<file path="src/rtl/alu_result_writeback_pkg.sv">
// ============================================================================
// alu_result_writeback_pkg
// Opcodes, write-back targets, FSM states and opcode classification shared
// by the ALU result write-back block.
// Revision: 1.0
// ============================================================================
`default_nettype none

package alu_result_writeback_pkg;

    localparam logic [3:0] OP_AND = 4'b0000;
    localparam logic [3:0] OP_OR  = 4'b0001;
    localparam logic [3:0] OP_ADD = 4'b0010;
    localparam logic [3:0] OP_SUB = 4'b0011;
    localparam logic [3:0] OP_XOR = 4'b0100;
    localparam logic [3:0] OP_NOR = 4'b0101;
    localparam logic [3:0] OP_SLT = 4'b0110;
    localparam logic [3:0] OP_SLL = 4'b0111;
    localparam logic [3:0] OP_MUL = 4'b1000;
    localparam logic [3:0] OP_DIV = 4'b1001;
    localparam logic [3:0] OP_NEG = 4'b1010;
    localparam logic [3:0] OP_NOT = 4'b1011;

    localparam logic [1:0] WB_TGT_GPR = 2'b00;
    localparam logic [1:0] WB_TGT_LO  = 2'b01;
    localparam logic [1:0] WB_TGT_HI  = 2'b10;

    typedef enum logic [2:0] {
        S_IDLE   = 3'd0,
        S_LO_GPR = 3'd1,
        S_LO     = 3'd2,
        S_HI     = 3'd3,
        S_DROP   = 3'd4
    } wb_state_e;

    typedef enum logic [1:0] {
        CLS_ONE  = 2'd0,
        CLS_TWO  = 2'd1,
        CLS_DROP = 2'd2
    } op_class_e;

    function automatic op_class_e op_class(input logic [3:0] op);
        case (op)
            OP_MUL, OP_DIV:                          return CLS_TWO;
            OP_AND, OP_OR, OP_ADD, OP_SUB, OP_XOR,
            OP_NOR, OP_SLT, OP_SLL, OP_NEG, OP_NOT:  return CLS_ONE;
            default:                                 return CLS_DROP;
        endcase
    endfunction

endpackage

`default_nettype wire

</file>
<file path="src/rtl/alu_wb_fifo.sv">
// ============================================================================
// alu_wb_fifo
// Synchronous FIFO of {op, dest, result} entries; DEPTH must be a power of 2.
// Revision: 1.0
// ============================================================================
`default_nettype none

module alu_wb_fifo #(
    parameter int WIDTH = 72,
    parameter int DEPTH = 2
) (
    input  logic             clk,
    input  logic             rst_n,
    input  logic             push_i,
    input  logic             pop_i,
    input  logic [WIDTH-1:0] wdata_i,
    output logic [WIDTH-1:0] rdata_o,
    output logic             full_o,
    output logic             empty_o
);

    localparam int PTR_W = $clog2(DEPTH);
    localparam int CNT_W = $clog2(DEPTH + 1);

    logic [WIDTH-1:0] mem_q [DEPTH];
    logic [PTR_W-1:0] wr_ptr_q;
    logic [PTR_W-1:0] rd_ptr_q;
    logic [CNT_W-1:0] count_q;
    logic             do_push;
    logic             do_pop;

    assign full_o  = (count_q == CNT_W'(DEPTH));
    assign empty_o = (count_q == '0);
    assign do_push = push_i && !full_o;
    assign do_pop  = pop_i && !empty_o;
    assign rdata_o = mem_q[rd_ptr_q];

    always_ff @(posedge clk) begin
        if (do_push) begin
            mem_q[wr_ptr_q] <= wdata_i;
        end
    end

    // Pointers wrap naturally because DEPTH is a power of two.
    always_ff @(posedge clk or negedge rst_n) begin
        if (!rst_n) begin
            wr_ptr_q <= '0;
            rd_ptr_q <= '0;
            count_q  <= '0;
        end else begin
            if (do_push) begin
                wr_ptr_q <= wr_ptr_q + 1'b1;
            end
            if (do_pop) begin
                rd_ptr_q <= rd_ptr_q + 1'b1;
            end
            case ({do_push, do_pop})
                2'b10:   count_q <= count_q + 1'b1;
                2'b01:   count_q <= count_q - 1'b1;
                default: count_q <= count_q;
            endcase
        end
    end

endmodule

`default_nettype wire

</file>
<file path="src/rtl/alu_result_writeback.sv">
// ============================================================================
// alu_result_writeback
// Buffers ALU results and sequences them onto the 32-bit write-back bus.
// Optional zero/negative flags enabled by defining ALU_WB_FLAGS_EN.
// Revision: 1.0
// ============================================================================
`default_nettype none

module alu_result_writeback
    import alu_result_writeback_pkg::*;
#(
    parameter int REG_SIZE   = 32,
    parameter int FIFO_DEPTH = 2
) (
    input  logic                  clk,
    input  logic                  rst_n,
    input  logic                  in_valid,
    output logic                  in_ready,
    input  logic [3:0]            in_op,
    input  logic [2*REG_SIZE-1:0] in_result,
    input  logic [3:0]            in_dest,
    output logic                  wb_en,
    input  logic                  wb_ready,
    output logic [1:0]            wb_target,
    output logic [3:0]            wb_addr,
    output logic [REG_SIZE-1:0]   wb_data
`ifdef ALU_WB_FLAGS_EN
    ,
    output logic                  flag_z,
    output logic                  flag_n
`endif
);

    localparam int ENTRY_W = 8 + 2*REG_SIZE;

    logic [ENTRY_W-1:0]    head;
    logic [3:0]            head_op;
    logic [3:0]            head_dest;
    logic [2*REG_SIZE-1:0] head_res;
    logic                  fifo_full;
    logic                  fifo_empty;
    logic                  fifo_pop;
    logic                  beat_done;

    wb_state_e             state_q;
    logic                  wb_en_q;
    logic [1:0]            wb_target_q;
    logic [3:0]            wb_addr_q;
    logic [REG_SIZE-1:0]   wb_data_q;

    alu_wb_fifo #(
        .WIDTH (ENTRY_W),
        .DEPTH (FIFO_DEPTH)
    ) u_fifo (
        .clk     (clk),
        .rst_n   (rst_n),
        .push_i  (in_valid),
        .pop_i   (fifo_pop),
        .wdata_i ({in_op, in_dest, in_result}),
        .rdata_o (head),
        .full_o  (fifo_full),
        .empty_o (fifo_empty)
    );

    assign head_op   = head[ENTRY_W-1 -: 4];
    assign head_dest = head[2*REG_SIZE +: 4];
    assign head_res  = head[2*REG_SIZE-1:0];

    assign in_ready  = !fifo_full;
    assign beat_done = wb_en_q && wb_ready;
    // The head entry stays in the FIFO until its last beat is accepted.
    assign fifo_pop  = (beat_done && ((state_q == S_LO_GPR) || (state_q == S_HI)))
                     || (state_q == S_DROP);

    assign wb_en     = wb_en_q;
    assign wb_target = wb_target_q;
    assign wb_addr   = wb_addr_q;
    assign wb_data   = wb_data_q;

    always_ff @(posedge clk or negedge rst_n) begin
        if (!rst_n) begin
            state_q     <= S_IDLE;
            wb_en_q     <= 1'b0;
            wb_target_q <= WB_TGT_GPR;
            wb_addr_q   <= '0;
            wb_data_q   <= '0;
        end else begin
            case (state_q)
                S_IDLE: begin
                    if (!fifo_empty) begin
                        case (op_class(head_op))
                            CLS_ONE: begin
                                state_q     <= S_LO_GPR;
                                wb_en_q     <= 1'b1;
                                wb_target_q <= WB_TGT_GPR;
                                wb_addr_q   <= head_dest;
                                wb_data_q   <= head_res[REG_SIZE-1:0];
                            end
                            CLS_TWO: begin
                                state_q     <= S_LO;
                                wb_en_q     <= 1'b1;
                                wb_target_q <= WB_TGT_LO;
                                wb_addr_q   <= '0;
                                wb_data_q   <= head_res[REG_SIZE-1:0];
                            end
                            default: state_q <= S_DROP;
                        endcase
                    end
                end
                S_LO: begin
                    if (wb_ready) begin
                        state_q     <= S_HI;
                        wb_target_q <= WB_TGT_HI;
                        wb_data_q   <= head_res[2*REG_SIZE-1:REG_SIZE];
                    end
                end
                S_LO_GPR, S_HI: begin
                    if (wb_ready) begin
                        state_q     <= S_IDLE;
                        wb_en_q     <= 1'b0;
                        wb_target_q <= WB_TGT_GPR;
                        wb_addr_q   <= '0;
                        wb_data_q   <= '0;
                    end
                end
                S_DROP:  state_q <= S_IDLE;
                default: state_q <= S_IDLE;
            endcase
        end
    end

`ifdef ALU_WB_FLAGS_EN
    logic flag_z_q;
    logic flag_n_q;

    always_ff @(posedge clk or negedge rst_n) begin
        if (!rst_n) begin
            flag_z_q <= 1'b0;
            flag_n_q <= 1'b0;
        end else if (beat_done && (state_q == S_LO_GPR)) begin
            flag_z_q <= (head_res[REG_SIZE-1:0] == '0);
            flag_n_q <= head_res[REG_SIZE-1];
        end else if (beat_done && (state_q == S_HI)) begin
            flag_z_q <= (head_res == '0);
            flag_n_q <= head_res[2*REG_SIZE-1];
        end
    end

    assign flag_z = flag_z_q;
    assign flag_n = flag_n_q;
`endif

endmodule

`default_nettype wire

</file>
<file path="config.mk">
export PLATFORM = sky130hd
export DESIGN_NAME = alu_result_writeback
export DESIGN_NICKNAME = d
export VERILOG_FILES = /design/src/rtl/alu_result_writeback_pkg.sv /design/src/rtl/alu_wb_fifo.sv /design/src/rtl/alu_result_writeback.sv
export SDC_FILE = /design/constraint.sdc
export NUM_CORES = 1
export LEC_CHECK = 0
export BUFFER_PORTS_ARGS = -buffer_cell sky130_fd_sc_hd__buf_2
export CAP_MARGIN = 0
export CORE_MARGIN = 3
export CORE_UTILIZATION = 51
export DETAILED_ROUTE_END_ITERATION = 6
export HOLD_SLACK_MARGIN = 0.06
export PLACE_DENSITY = 0.76
export SLEW_MARGIN = 30
export SYNTH_ARGS = -nofsm -noshare
export SYNTH_HDL_FRONTEND = slang
export SYNTH_SLANG_ARGS = --single-unit
</file>
<file path="constraint.sdc">
create_clock -name clk -period 4 [get_ports clk]
set_input_delay 0 -clock clk [delete_from_list [all_inputs] [get_ports clk]]
set_output_delay 0 -clock clk [all_outputs]
set_load 0.1 [all_outputs]
</file>
==> reports/metrics.yaml <==
sta:
  drv_slew: 0
  rsz0062_at_grt: "no"
  finalCriticalPeriod_ps: 2512
  fmax_mhz: 398.1
  tightest_slew_ps: 920.8
  fin_tns_setup_ps: 0
  hold_viol_final: 0
  slew_headroom_pct: 38.61
  setup-violations-final: 0
  clock_skew_ps: 6.879
  finalCritPeriodShare_pct: 62.80
final_layout:
  instances_no_fill: 773
  drive_gt1_share_pct: 31.83
  synthToLayoutAreaGrowth_pct: 29.29
  n_antenna_cell: 0
  fin_nets: 661
synthesis:
  syn_area_um2: 7236
  synth.avg_cell_area_um2: 18.65
  ys_seq_area_share_pct: 74.84
  ys_ff_latch: 188
  synth.mux.area_fraction_pct: 16.25
  synth_xor_area_share_pct: 0.6052
  synth_fp_nets: 465
  yosys.area_share.simple_pct: 1.850
  synth_top_family_by_area: "multiplexers"
  synth-adder-area-share_pct: 0.1729
  synth_cell_types: 34
  yosysWarnings: 0
  syn_inst: 388
  synth_compound_area_share_pct: 4.219
detailed_routing:
  antenna_left: 0
  drt_wl_total_um: 14610
  drt_pass1_iterations: 4
  vias_per_cell: 5.330
  wire_per_inst_um: 18.90
  drc: 0
  drt_iter0_drc: 225
  vias: 4120
setup_path:
  worstPathCellList: "and3b_1 > a31oi_2 > a22o_2 > buf_4 > mux2_4"
  path_class: "flop to flop"
  cp_data_required_time_ps: 4300
  reg2reg_depth: 5
  critPathMaxFanout: 21
  reg2reg_from: "u_fifo.rd_ptr_q"
  cpPeakStageDelay_ps: 660
  r2r_setup_slack_ps: 1490
  crit_arrival_ps: 2820
  worstReg2RegEnd: "wb_data[28]"
  end_kind: "flop"
  crit_slowest_cell: "dfrtp_4"
  worst_setup_path_start_kind: "flop"
hold_path:
  hp-class: "input port to asynchronous set/reset pin"
place:
  placedCellCount: 666
  port_buffers: 114
  dp_hpwl_um: 8126
  place_congestion: 0.7629
die:
  io-pin-count: 116
  core-area_um2: 13560
  die-area_um2: 15650
  start_util_pct: 53.37
  die_w_um: 125.1
  num_rows: 42
  die_height_um: 125.1
cts:
  cts_resized: 0
  cts_made_buffers: 17
  cts-root-buf: "clkbuf_16"
  path_clk_slew_ps: 70
  clk_latency_ps: 420
  cts_max_level: 4
  cts.sinks: 188
  cts_tree: "done"
  clk_path_buf_depth: 2
run_status:
  status: "complete, no violations"
power_and_ir_drop:
  power_density_nw_per_um2: 870.6
  irDropWorstVdd_uv: 624.5
  power_leakage_uw: 0.003853
grt:
  grt_max_degree: 72
  grt_use_met1_pct: 22.08
  grt_remaining_overflow: 0
  use_met3_pct: 4.904
  grt_first_pass_wirelength_um: 23230
  antenna_found_initial: 0
  grt_util_met2_pct: 35.08
  gr-usage-all-layers_pct: 19.20
  grt_pass1_vias: 4498
  grt-busiest-layer: "met2"
run:
  drv_cap: 0
[metal layers]
layer  wire length (µm)  up-vias
li1                   -     1911
met1               5879     2068
met2               7848      125
met3                695       16
met4                187        0
met5                  0        -
[where the power goes]
group / switching, µW / leakage, µW / internal [µW]
Clock: 707 / 0.000300 / 1050
Combinational: 2260 / 0.00164 / 1140
Sequential: 285 / 0.00191 / 2700
[layout by cell type, fill, tap and decap left out, drive strengths merged, types with 2 or more instances in the layout]
cell         netlist  layout
nor3               3       3
o2bb2ai            4       4
xor2               2       2
a21oi              4       4
clkinv             0       6
buf               13     122
xnor2              3       3
dlygate4sd3        0      74
mux2              34      34
mux2i             68      68
o22ai             32      32
inv                2       6
nor2               9       9
edfxtp           142     142
and3b              2       2
clkbuf             6      17
bufinv             0       4
dfrtp             46      46
nand2b             2       2
nand2              3       3
[critical path: cells and delay by family (launching register included)]
kind / cells / cell delay, ps
multiplexers: 1 / 330
buffers and inverters: 1 / 380
AND/OR/NAND/NOR: 1 / 240
flip-flops: 1 / 660
AO/OA/AOI/OAI: 2 / 780
[worst max-delay path by stage]
stage | from | to | slack [ps]
2_1_floorplan | u_fifo.count_q[0] | u_fifo.mem_q[0][0] | 180
4_1_cts | u_fifo.rd_ptr_q | wb_data[2] | 1450
5_1_grt | u_fifo.rd_ptr_q | wb_data[2] | 1360
6_report | u_fifo.rd_ptr_q | wb_data[28] | 1490
3_5_place_dp | u_fifo.rd_ptr_q | wb_data[2] | 1480
3_3_place_gp | u_fifo.rd_ptr_q | wb_data[29] | 1550
[repair_timing]
action,CTS,global route
hold buffers,74,0
setup buffers,0,0
endpoints found under the hold margin,192,0
[layout make-up]
type,count,area [µm²]
clock buffers,17,425.4
clock inverters,15,193.9
fillers,903,4203
inverters,2,7.507
multi-input cells,179,1693
flip-flops and latches,188,5419
well taps,176,220.2
repair buffers,196,1396
[cell families after synthesis]
kind of cell,count (synthesis)
adders and majority gates,1
muxes,102
and+or+nand+nor,25
buffers and inverters,21
xor gates and xnor gates,5
AOI/OAI and AO/OA,46
DFF,188
[metrics by stage]
stage / total power, µW / area [µm²] / worst slack, ps / hold slack [ps] / utilization, %
after CTS: 8178 / 9335 / 1451 / 256.6 / 68.85
after detailed placement: 6369 / 7975 / 1479 / 168.2 / 58.82
after global placement: 6262 / 7975 / 1546 / 157.3 / 58.82
final: 8144 / 9355 / 1488 / 237.7 / 69.00
after floorplan: 5802 / 7238 / 179.7 / -295.6 / -
after global routing: 8489 / 9355 / 1357 / 292.2 / 69.00
[cell usage after synthesis]
cell type,instances,area (µm²)
o2bb2ai_1,4,35.03
buf_4,1,7.510
buf_6,1,11.26
a22o_1,1,8.760
nor4_1,1,6.260
a22oi_1,1,7.510
or3_1,1,6.260
mux2_2,4,45.04
mux2i_1,68,680.7
nor2b_1,1,6.260
a31oi_2,1,12.51
nor3_1,3,15.01
clkbuf_1,6,22.52
buf_2,8,40.04
ha_1,1,12.51
o211ai_1,1,7.510
o21ai_0,1,5.000
nor4b_1,1,8.760
edfxtp_1,142,4264
dfrtp_1,46,1151
buf_12,3,60.06
nand2_1,3,11.26
inv_1,2,7.510
nand2b_1,2,12.51
and3_1,1,6.260
xnor2_1,3,26.28
and3b_1,2,17.52
xor2_1,2,17.52
mux2_4,30,450.4
a21oi_1,4,20.02
a32oi_1,1,8.760
nor4bb_1,1,10.01
nor2_1,9,33.78
o22ai_1,32,200.2
[sequential cells by signal (all words and copies together) (netlist names)]
name	count
u_fifo.wr_ptr_q	1
u_fifo.mem_q	142
u_fifo.count_q	2
wb_addr	4
wb_target	2
u_fifo.rd_ptr_q	1
wb_en	1
wb_data	32
state_q	3
Note: power is estimated with default switching activity, not from simulation.
